**config.mk**
```make
export PLATFORM = sky130hd
export DESIGN_NAME = fwft_small_fifo
export DESIGN_NICKNAME = d
export VERILOG_FILES = /design/src/rtl/fwft_small_fifo_pkg.sv /design/src/rtl/fwft_small_fifo_mem_dp.sv /design/src/rtl/fwft_small_fifo.sv
export SDC_FILE = /design/constraint.sdc
export NUM_CORES = 1
export LEC_CHECK = 0
export CORE_MARGIN = 2
export CORE_UTILIZATION = 50
export DETAILED_ROUTE_END_ITERATION = 7
export HOLD_SLACK_MARGIN = 0.06
export PLACE_DENSITY = 0.69
export SLEW_MARGIN = 25
export SYNTH_ARGS = -nofsm -noshare
export SYNTH_HDL_FRONTEND = slang
export SYNTH_SLANG_ARGS = --single-unit
```
**constraint.sdc**
```tcl
create_clock -name clk -period 11.7 [get_ports clk]
set_clock_uncertainty 0.1 [all_clocks]
set_input_delay 2.925 -clock clk [delete_from_list [all_inputs] [get_ports clk]]
set_output_delay 2.925 -clock clk [all_outputs]
set_load 0.005 [all_outputs]
```
**src/rtl/fwft_small_fifo_pkg.sv**
```systemverilog
// Shared constants for the FWFT staging FIFO: default word layout and depth.
package fwft_small_fifo_pkg;
  localparam int unsigned CTRL_WIDTH         = 8;
  localparam int unsigned DATA_WIDTH         = 64;
  localparam int unsigned DEF_WIDTH          = CTRL_WIDTH + DATA_WIDTH;
  localparam int unsigned DEF_MAX_DEPTH_BITS = 3;
endpackage

```
**src/rtl/fwft_small_fifo_mem_dp.sv**
```systemverilog
// Simple dual-port register array: synchronous write, asynchronous read.
module fifo_mem_dp
  import fwft_small_fifo_pkg::*;
#(
  parameter int unsigned WIDTH      = DEF_WIDTH,
  parameter int unsigned DEPTH_BITS = DEF_MAX_DEPTH_BITS
) (
  input  logic                  clk,
  input  logic                  i_wr_en,
  input  logic [DEPTH_BITS-1:0] i_wr_addr,
  input  logic [WIDTH-1:0]      i_wr_data,
  input  logic [DEPTH_BITS-1:0] i_rd_addr,
  output logic [WIDTH-1:0]      o_rd_data
);
  localparam int unsigned DEPTH = 2 ** DEPTH_BITS;

  logic [WIDTH-1:0] r_mem [DEPTH];

  // Storage is deliberately not reset; validity is tracked by the FIFO count.
  always_ff @(posedge clk) begin
    if (i_wr_en) r_mem[i_wr_addr] <= i_wr_data;
  end

  assign o_rd_data = r_mem[i_rd_addr];
endmodule

```
**src/rtl/fwft_small_fifo.sv**
```systemverilog
// First-word-fall-through FIFO: head word is always on dout while not empty,
// rd_en pops it. Flags decode the registered word count.
module fwft_small_fifo
  import fwft_small_fifo_pkg::*;
#(
  parameter int unsigned WIDTH               = DEF_WIDTH,
  parameter int unsigned MAX_DEPTH_BITS      = DEF_MAX_DEPTH_BITS,
  parameter int unsigned PROG_FULL_THRESHOLD = 2 ** MAX_DEPTH_BITS - 1
) (
  input  logic             clk,
  input  logic             reset,
  input  logic [WIDTH-1:0] din,
  input  logic             wr_en,
  input  logic             rd_en,
  output logic [WIDTH-1:0] dout,
  output logic             full,
  output logic             nearly_full,
  output logic             prog_full,
  output logic             empty
);
  localparam int unsigned DEPTH = 2 ** MAX_DEPTH_BITS;
  localparam int unsigned CW    = MAX_DEPTH_BITS + 1;

  logic [MAX_DEPTH_BITS-1:0] r_wr_ptr;
  logic [MAX_DEPTH_BITS-1:0] r_rd_ptr;
  logic [CW-1:0]             r_count;
  logic                      w_rd_eff;
  logic                      w_wr_acc;
  logic [WIDTH-1:0]          w_head;

  // A write into a full FIFO is accepted only when the head is popped alongside.
  assign w_rd_eff = rd_en & ~empty;
  assign w_wr_acc = wr_en & (~full | w_rd_eff);

  always_ff @(posedge clk) begin
    if (!reset) begin
      r_wr_ptr <= '0;
      r_rd_ptr <= '0;
      r_count  <= '0;
    end else begin
      if (w_wr_acc) r_wr_ptr <= r_wr_ptr + MAX_DEPTH_BITS'(1);
      if (w_rd_eff) r_rd_ptr <= r_rd_ptr + MAX_DEPTH_BITS'(1);
      r_count <= r_count + CW'(w_wr_acc) - CW'(w_rd_eff);
`ifdef FWFT_SMALL_FIFO_SIM_MSGS
      if (wr_en && full && !w_rd_eff) $warning("fwft_small_fifo: write dropped, FIFO full");
      if (rd_en && empty) $warning("fwft_small_fifo: read ignored, FIFO empty");
`endif
    end
  end

  fifo_mem_dp #(
    .WIDTH      (WIDTH),
    .DEPTH_BITS (MAX_DEPTH_BITS)
  ) u_mem (
    .clk       (clk),
    .i_wr_en   (w_wr_acc),
    .i_wr_addr (r_wr_ptr),
    .i_wr_data (din),
    .i_rd_addr (r_rd_ptr),
    .o_rd_data (w_head)
  );

  assign empty       = (r_count == '0);
  assign full        = (r_count == CW'(DEPTH));
  assign nearly_full = (r_count >= CW'(DEPTH - 1));
  assign prog_full   = (32'(r_count) >= PROG_FULL_THRESHOLD);
  assign dout        = empty ? '0 : w_head;
endmodule

```
==> results of run 1 <==
==> path summary, 6_finish.rpt <==
path,end,slack [ns],depth (start not counted)
worst max-delay path,dout[48],5.05,5
worst min-delay path,r_rd_ptr[2],0.39,2
worst min register to register,r_rd_ptr[2],0.39,2
worst max register to register,u_mem.r_mem[2][49],8.38,7
==> stage by stage <==
stage	power, mW	utilization	hold WS [ns]	area [µm²]	cells
finish	5.53	0.591	0.388	26100	1742
global route	5.76	0.591	0.412	26100	1741
CTS	5.60	0.591	0.386	26100	1739
detailed placement	3.94	0.553	0.376	24400	1640
global placement	3.93	0.552	0.361	24400	1639
floorplan	3.31	-	0.349	22300	931
==> where the power goes <==
| group | leakage (nW) | switching (mW) | internal, mW | total, mW |
|---|---|---|---|---|
| combinational | 2.04 | 0.610 | 0.745 | 1.35 |
| clock | 0.811 | 0.732 | 0.922 | 1.65 |
| sequential | 5.33 | 0.0621 | 2.46 | 2.52 |
==> state kept, by name, indices dropped and copies added (netlist names), named ones only <==
| register | count |
|---|---|
| r_rd_ptr | 3 |
| u_mem.r_mem | 576 |
| r_count | 4 |
| r_wr_ptr | 3 |
==> metal layers <==
layer	global-route usage	up-vias
li1	-	4355
met1	0.261	5337
met5	0	-
met3	0.0368	60
met4	0.0540	6
met2	0.321	306
==> kinds of logic after synthesis <==
logic type                 share of synthesized area
AOI/OAI and AO/OA                             0.0322
xor gates and xnor gates                    0.000393
adders and majority gates                    0.00539
buffers and inverters                         0.0175
DFF                                            0.788
muxes                                          0.147
and+or+nand+nor                              0.00871
==> critical path: cells and delay by family, from the launching register on <==
family,cells,cell delay (ns)
AOI/OAI and AO/OA,1,0.30
DFF,1,0.69
muxes,1,0.58
buffers and inverters,3,1.37
==> placed cells by master, fill, tap and decap left out, types with 2 or more instances in the layout <==
cell | netlist | layout
sky130_fd_sc_hd__nor2_1 | 5 | 2
sky130_fd_sc_hd__clkdlybuf4s50_1 | 0 | 151
sky130_fd_sc_hd__buf_4 | 1 | 13
sky130_fd_sc_hd__a21oi_1 | 4 | 4
sky130_fd_sc_hd__nand2_1 | 9 | 9
sky130_fd_sc_hd__nand3_1 | 4 | 4
sky130_fd_sc_hd__inv_1 | 10 | 10
sky130_fd_sc_hd__o21ai_0 | 3 | 3
sky130_fd_sc_hd__buf_6 | 11 | 2
sky130_fd_sc_hd__clkinv_2 | 0 | 9
sky130_fd_sc_hd__a22o_1 | 72 | 72
sky130_fd_sc_hd__o211ai_1 | 3 | 3
sky130_fd_sc_hd__edfxtp_1 | 576 | 576
sky130_fd_sc_hd__ha_1 | 8 | 8
sky130_fd_sc_hd__nand2b_1 | 5 | 5
sky130_fd_sc_hd__mux2i_1 | 4 | 4
sky130_fd_sc_hd__clkinvlp_4 | 0 | 3
sky130_fd_sc_hd__clkinv_1 | 0 | 13
sky130_fd_sc_hd__clkbuf_1 | 17 | 13
sky130_fd_sc_hd__mux4_2 | 144 | 144
sky130_fd_sc_hd__nor3_2 | 0 | 4
sky130_fd_sc_hd__dfxtp_4 | 0 | 2
sky130_fd_sc_hd__nor2_4 | 0 | 4
sky130_fd_sc_hd__buf_12 | 0 | 2
sky130_fd_sc_hd__diode_2 | 0 | 2
sky130_fd_sc_hd__clkbuf_16 | 0 | 56
sky130_fd_sc_hd__bufinv_16 | 0 | 2
sky130_fd_sc_hd__dfxtp_1 | 13 | 11
==> layout make-up <==
type | count | area [µm²] | area share
flip-flops and latches | 589 | 17600 | 0.673
multi-input cells | 280 | 4380 | 0.168
repair buffers | 169 | 1700 | 0.0651
clock buffers | 69 | 1450 | 0.0556
well taps | 592 | 741 | 0.0284
clock inverters | 30 | 221 | 0.00849
inverters | 11 | 41.3 | 0.00158
diodes | 2 | 5.00 | 0.000192
==> cell usage after synthesis, drive strengths merged <==
master	count
a21o	1
a21oi	4
a22o	72
and2	2
and4b	1
buf	29
clkbuf	22
dfxtp	13
edfxtp	576
fa	1
ha	8
inv	11
mux2i	4
mux4	144
nand2	9
nand2b	5
nand3	4
nor2	6
nor2b	1
nor3	4
nor4	1
o211ai	3
o21a	1
o21ai	4
o311ai	1
or3	1
or3b	2
xor2	1
==> flow_summary.toml, run 1 <==
[yosys]
synth_top_area_cell = "sky130_fd_sc_hd__edfxtp_1"
post_synth.cell_area_avg_um2 = 23.9
synth_area_um2 = 22300
ys_ff_latch = 589
synthDominantCellAreaShare = 0.777
cells_after_synth = 931
yosys-top-cells-area = "sky130_fd_sc_hd__edfxtp_1 78%, sky130_fd_sc_hd__mux4_2 15%, sky130_fd_sc_hd__a22o_1 2.8%"
distinct_cell_type_count_of_the_synthesized_netlist = 37
synth_fp_nets = 1016
yosysWarnings = 0
seq_area_frac_synth = 0.788

[place]
finalWeightedCongestion = 0.698
pre_cts_setup_slack_ns = 5.23
portBuffers = 151
hpwl_um = 23100

[cts]
worstSkewPairLatency_ns = 0.60
cts-root-to-sink-buffers = 3
tritoncts = "yes"
ctsHtreeMaxLevel = 2
clock_tree.root_cell = "sky130_fd_sc_hd__clkbuf_16"
worst_setup_hold_path_clk_slew_ns = 0.06
clock_sinks = 589
numCtsBuffers = 56
ctsResizeCount = 0
cts_setup_buffers = 0
hold_buffers = 0

[timing]
maxSlewViolCount = 0
slew_worst_pin_ns = 1.02
timing.final.crit_share = 0.569
setup-tns-final_ns = 0
timing.final.crit_period_ns = 6.65
fmax_mhz = 150
relSlewSlack = 0.318
unrepaired_setup_endpoints_after_global_routing = "false"
setup-violations-final = 0
finalHoldViolations = 0
final.setup.worst_slack_ns = 5.05

[floorplan]
chipWidth_um = 215
rows = 77
initial_core_utilization = 0.505
pin_count = 152
floorplan.core_area_um2 = 44100
dieHeight_um = 215
area_of_the_die_um2 = 46200

[critical_path]
data_arrival_time_of_the_critical_path_ns = 3.63
timing.critical_path.cells = "buf_12 > buf_16 > mux4_2 > a22o_1 > clkdlybuf4s50_1"
critPathSlowestCell = "sky130_fd_sc_hd__dfxtp_4"
critical_path_required_ns = 8.68
worst-path-max-fanout = 80
worst_path_class_setup = "reg -> out"
worst_setup_path_start_kind = "register"
slowest_stage_delay_on_critical_path_ns = 0.69
endpoint_kind = "output pin"
timing.rr.start = "r_count[2]"

[power]
power_density_nw_per_um2 = 212
cellLeakagePower_nw = 8.19
peakVddDrop_mv = 0.170

[global_routing]
grt_start_max_net_pins = 121
grt_overflow_total = 0
grt_antenna_before_repair = 5
grt_usage = 0.192
grt_pass1_wl_um = 65700
grt_pass1_vias = 10600

[cells_and_area]
layout-drive-gt1-share = 0.217
filler_cell_count = 3199
syn_to_final_growth_pct = 17.2
final_net_count = 1192

[worst_hold_path]
hp-class = "reg -> reg"
hold_start = "r_rd_ptr[2]"

[detailed_routing]
wl_met3_um = 2440
drt_first_pass_iters = 7
detail_route.wirelength_um = 43400
detailroute.via_count = 10100
detailedRoute.firstIterationViolations = 787
routed-wl-met2_um = 21900
avgViaCountPerCell = 5.78
route.top_layer_used = "met5"
remaining_design_rule_violation_count = 0
routedLengthMet1_um = 18100
wire_per_inst_um = 24.9
drtAntennaViolNets = 0

[run_status]
outcome = "finished, final reports clean"

[flow_run]
maxCapViolCount = 0
Note: power is estimated with default switching activity, not from simulation.
==> inputs of run 2 (changes only) <==
==> constraint.sdc (replaced) <==
create_clock -name clk -period 6.5 [get_ports clk]
set_clock_uncertainty 0.1 [all_clocks]
set_input_delay 1.625 -clock clk [delete_from_list [all_inputs] [get_ports clk]]
set_output_delay 1.625 -clock clk [all_outputs]
set_load 0.005 [all_outputs]
==> run 2 against run 1 <==
Net effect:
- wire length is 1.2% higher
- total power is 83% higher
- setup slack got worse by 3.7 ns
- sequential cell count stayed put
- clock-buffer cell count increased by 11
- hold slack improved by 0.011 ns
- via count is 0.46% higher
- register-to-register slack worse by 4.9 ns
- combinational power rose by 80%
- largest power group unchanged
==> flow_summary.toml, run 2 (synthesis gave the netlist of run 1 again) <==
[timing]
timing.final.crit_share = 0.796
setup-violations-final = 0
maxSlewViolCount = 0
fmax_mhz = 193
relSlewSlack = 0.325
finalHoldViolations = 0
whs_ns = 0.399
unrepaired_setup_endpoints_after_global_routing = "false"
timing.final.crit_period_ns = 5.18
slew_worst_pin_ns = 1.01

[critical_path]
worst_path_class_setup = "reg -> out"
worst-path-max-fanout = 27
critical_path_required_ns = 4.78
endpoint_kind = "output pin"
data_arrival_time_of_the_critical_path_ns = 3.45
worst_setup_path_start_kind = "register"

[cells_and_area]
final_area_um2 = 26300
final_net_count = 1200
finish.utilization = 0.595
registers.top_by_ff_count = "u_mem.r_mem"
antennaDiodeCount = 0
biggestRegsByFlops = "u_mem.r_mem (576), r_count (4)"
mostFrequentLayoutCell = "sky130_fd_sc_hd__edfxtp_1"
filler_cell_count = 3136
mostFrequentLayoutCells = "576 x sky130_fd_sc_hd__edfxtp_1, 151 x sky130_fd_sc_hd__clkdlybuf4s50_1, 144 x sky130_fd_sc_hd__mux4_2"
max_ffs_per_register = 576
syn_to_final_growth_pct = 18.0
layout-drive-gt1-share = 0.222

[global_routing]
grt_pass1_vias = 10900
grt_usage = 0.193
grt_antenna_before_repair = 5
grt_pass1_wl_um = 66700
grt_start_max_net_pins = 65
grt_overflow_total = 0

[detailed_routing]
drtAntennaViolNets = 0
detailedRoute.firstIterationViolations = 897
wire_per_inst_um = 25.1
detailroute.via_count = 10100
avgViaCountPerCell = 5.77
drt_first_pass_iters = 5
remaining_design_rule_violation_count = 0
detail_route.wirelength_um = 43900

[place]
hpwl_um = 24500
placement.cell_area_um2 = 24500
portBuffers = 151
finalWeightedCongestion = 0.718

[cts]
cts-root-to-sink-buffers = 3
tritoncts = "yes"
worst_setup_hold_path_clk_slew_ns = 0.06
ctsHtreeMaxLevel = 2
clock_tree.root_cell = "sky130_fd_sc_hd__clkbuf_16"
clock_sinks = 589
cts_setup_buffers = 0
hold_buffers = 0
ctsResizeCount = 0
worstSkewPairLatency_ns = 0.59
numCtsBuffers = 57

[floorplan]
chipWidth_um = 215
area_of_the_die_um2 = 46200
pin_count = 152
dieHeight_um = 215
rows = 77
initial_core_utilization = 0.505
floorplan.core_area_um2 = 44100

[power]
power_density_nw_per_um2 = 384
peakVddDrop_mv = 0.184
total_power_mw = 10.1
cellLeakagePower_nw = 8.28

[flow_run]
maxCapViolCount = 0

[run_status]
outcome = "finished, final reports clean"

[worst_hold_path]
hp-class = "reg -> reg"
-- run 2: where the power goes --
group / switching (mW) / internal (mW) / total [mW]
Sequential: 0.130 / 4.42 / 4.55
Combinational: 1.07 / 1.35 / 2.43
Clock: 1.32 / 1.79 / 3.11
Total: 2.52 / 7.56 / 10.1
-- run 2: worst max-delay path: stages, from the launching register on --
cell and delay, ns:
sky130_fd_sc_hd__dfxtp_1 0.33, sky130_fd_sc_hd__inv_1 0.08, sky130_fd_sc_hd__ha_1 0.22, sky130_fd_sc_hd__or3b_4 0.27
sky130_fd_sc_hd__inv_2 0.07, sky130_fd_sc_hd__nor2_4 0.59, sky130_fd_sc_hd__buf_4 0.51, sky130_fd_sc_hd__a22o_1 0.25
sky130_fd_sc_hd__clkdlybuf4s50_1 0.53
-- run 2: path summary, 6_finish.rpt --
check	slack, ns	depth (start not counted)	start	end
worst max-delay path	1.32	8	r_count[2]	dout[22]
worst min-delay path	0.40	2	r_rd_ptr[2]	r_rd_ptr[2]
worst max register to register	3.46	6	r_count[2]	u_mem.r_mem[4][56]
worst min register to register	0.40	2	r_rd_ptr[2]	r_rd_ptr[2]
-- run 2: through the flow --
step | setup slack, ns | std cells | TNS [ns]
after floorplan | -1.17 | 931 | -256.22
after global placement | 1.86 | 1648 | 0
after detailed placement | 1.82 | 1648 | 0
after CTS | 1.23 | 1753 | 0
after global routing | 1.12 | 1753 | 0
final | 1.32 | 1753 | 0
-- run 2: area by class of cell --
cell class	count	area [µm²]	share of cell area
sequential	589	17600	0.669
timing repair buffer	176	1760	0.0671
clock buffer	80	1610	0.0611
multi-input combinational	280	4390	0.167
tap	592	741	0.0282
inverter	11	41.3	0.00157
clock inverter	25	165	0.00629
-- run 2: layer usage --
metal  GRT usage  share of wire  vias up
met1       0.274           0.44     5365
met4      0.0425          0.015       10
met3      0.0517          0.063       61
met2       0.306           0.48      304
met5           0         0.0016        -
li1            -              -     4370
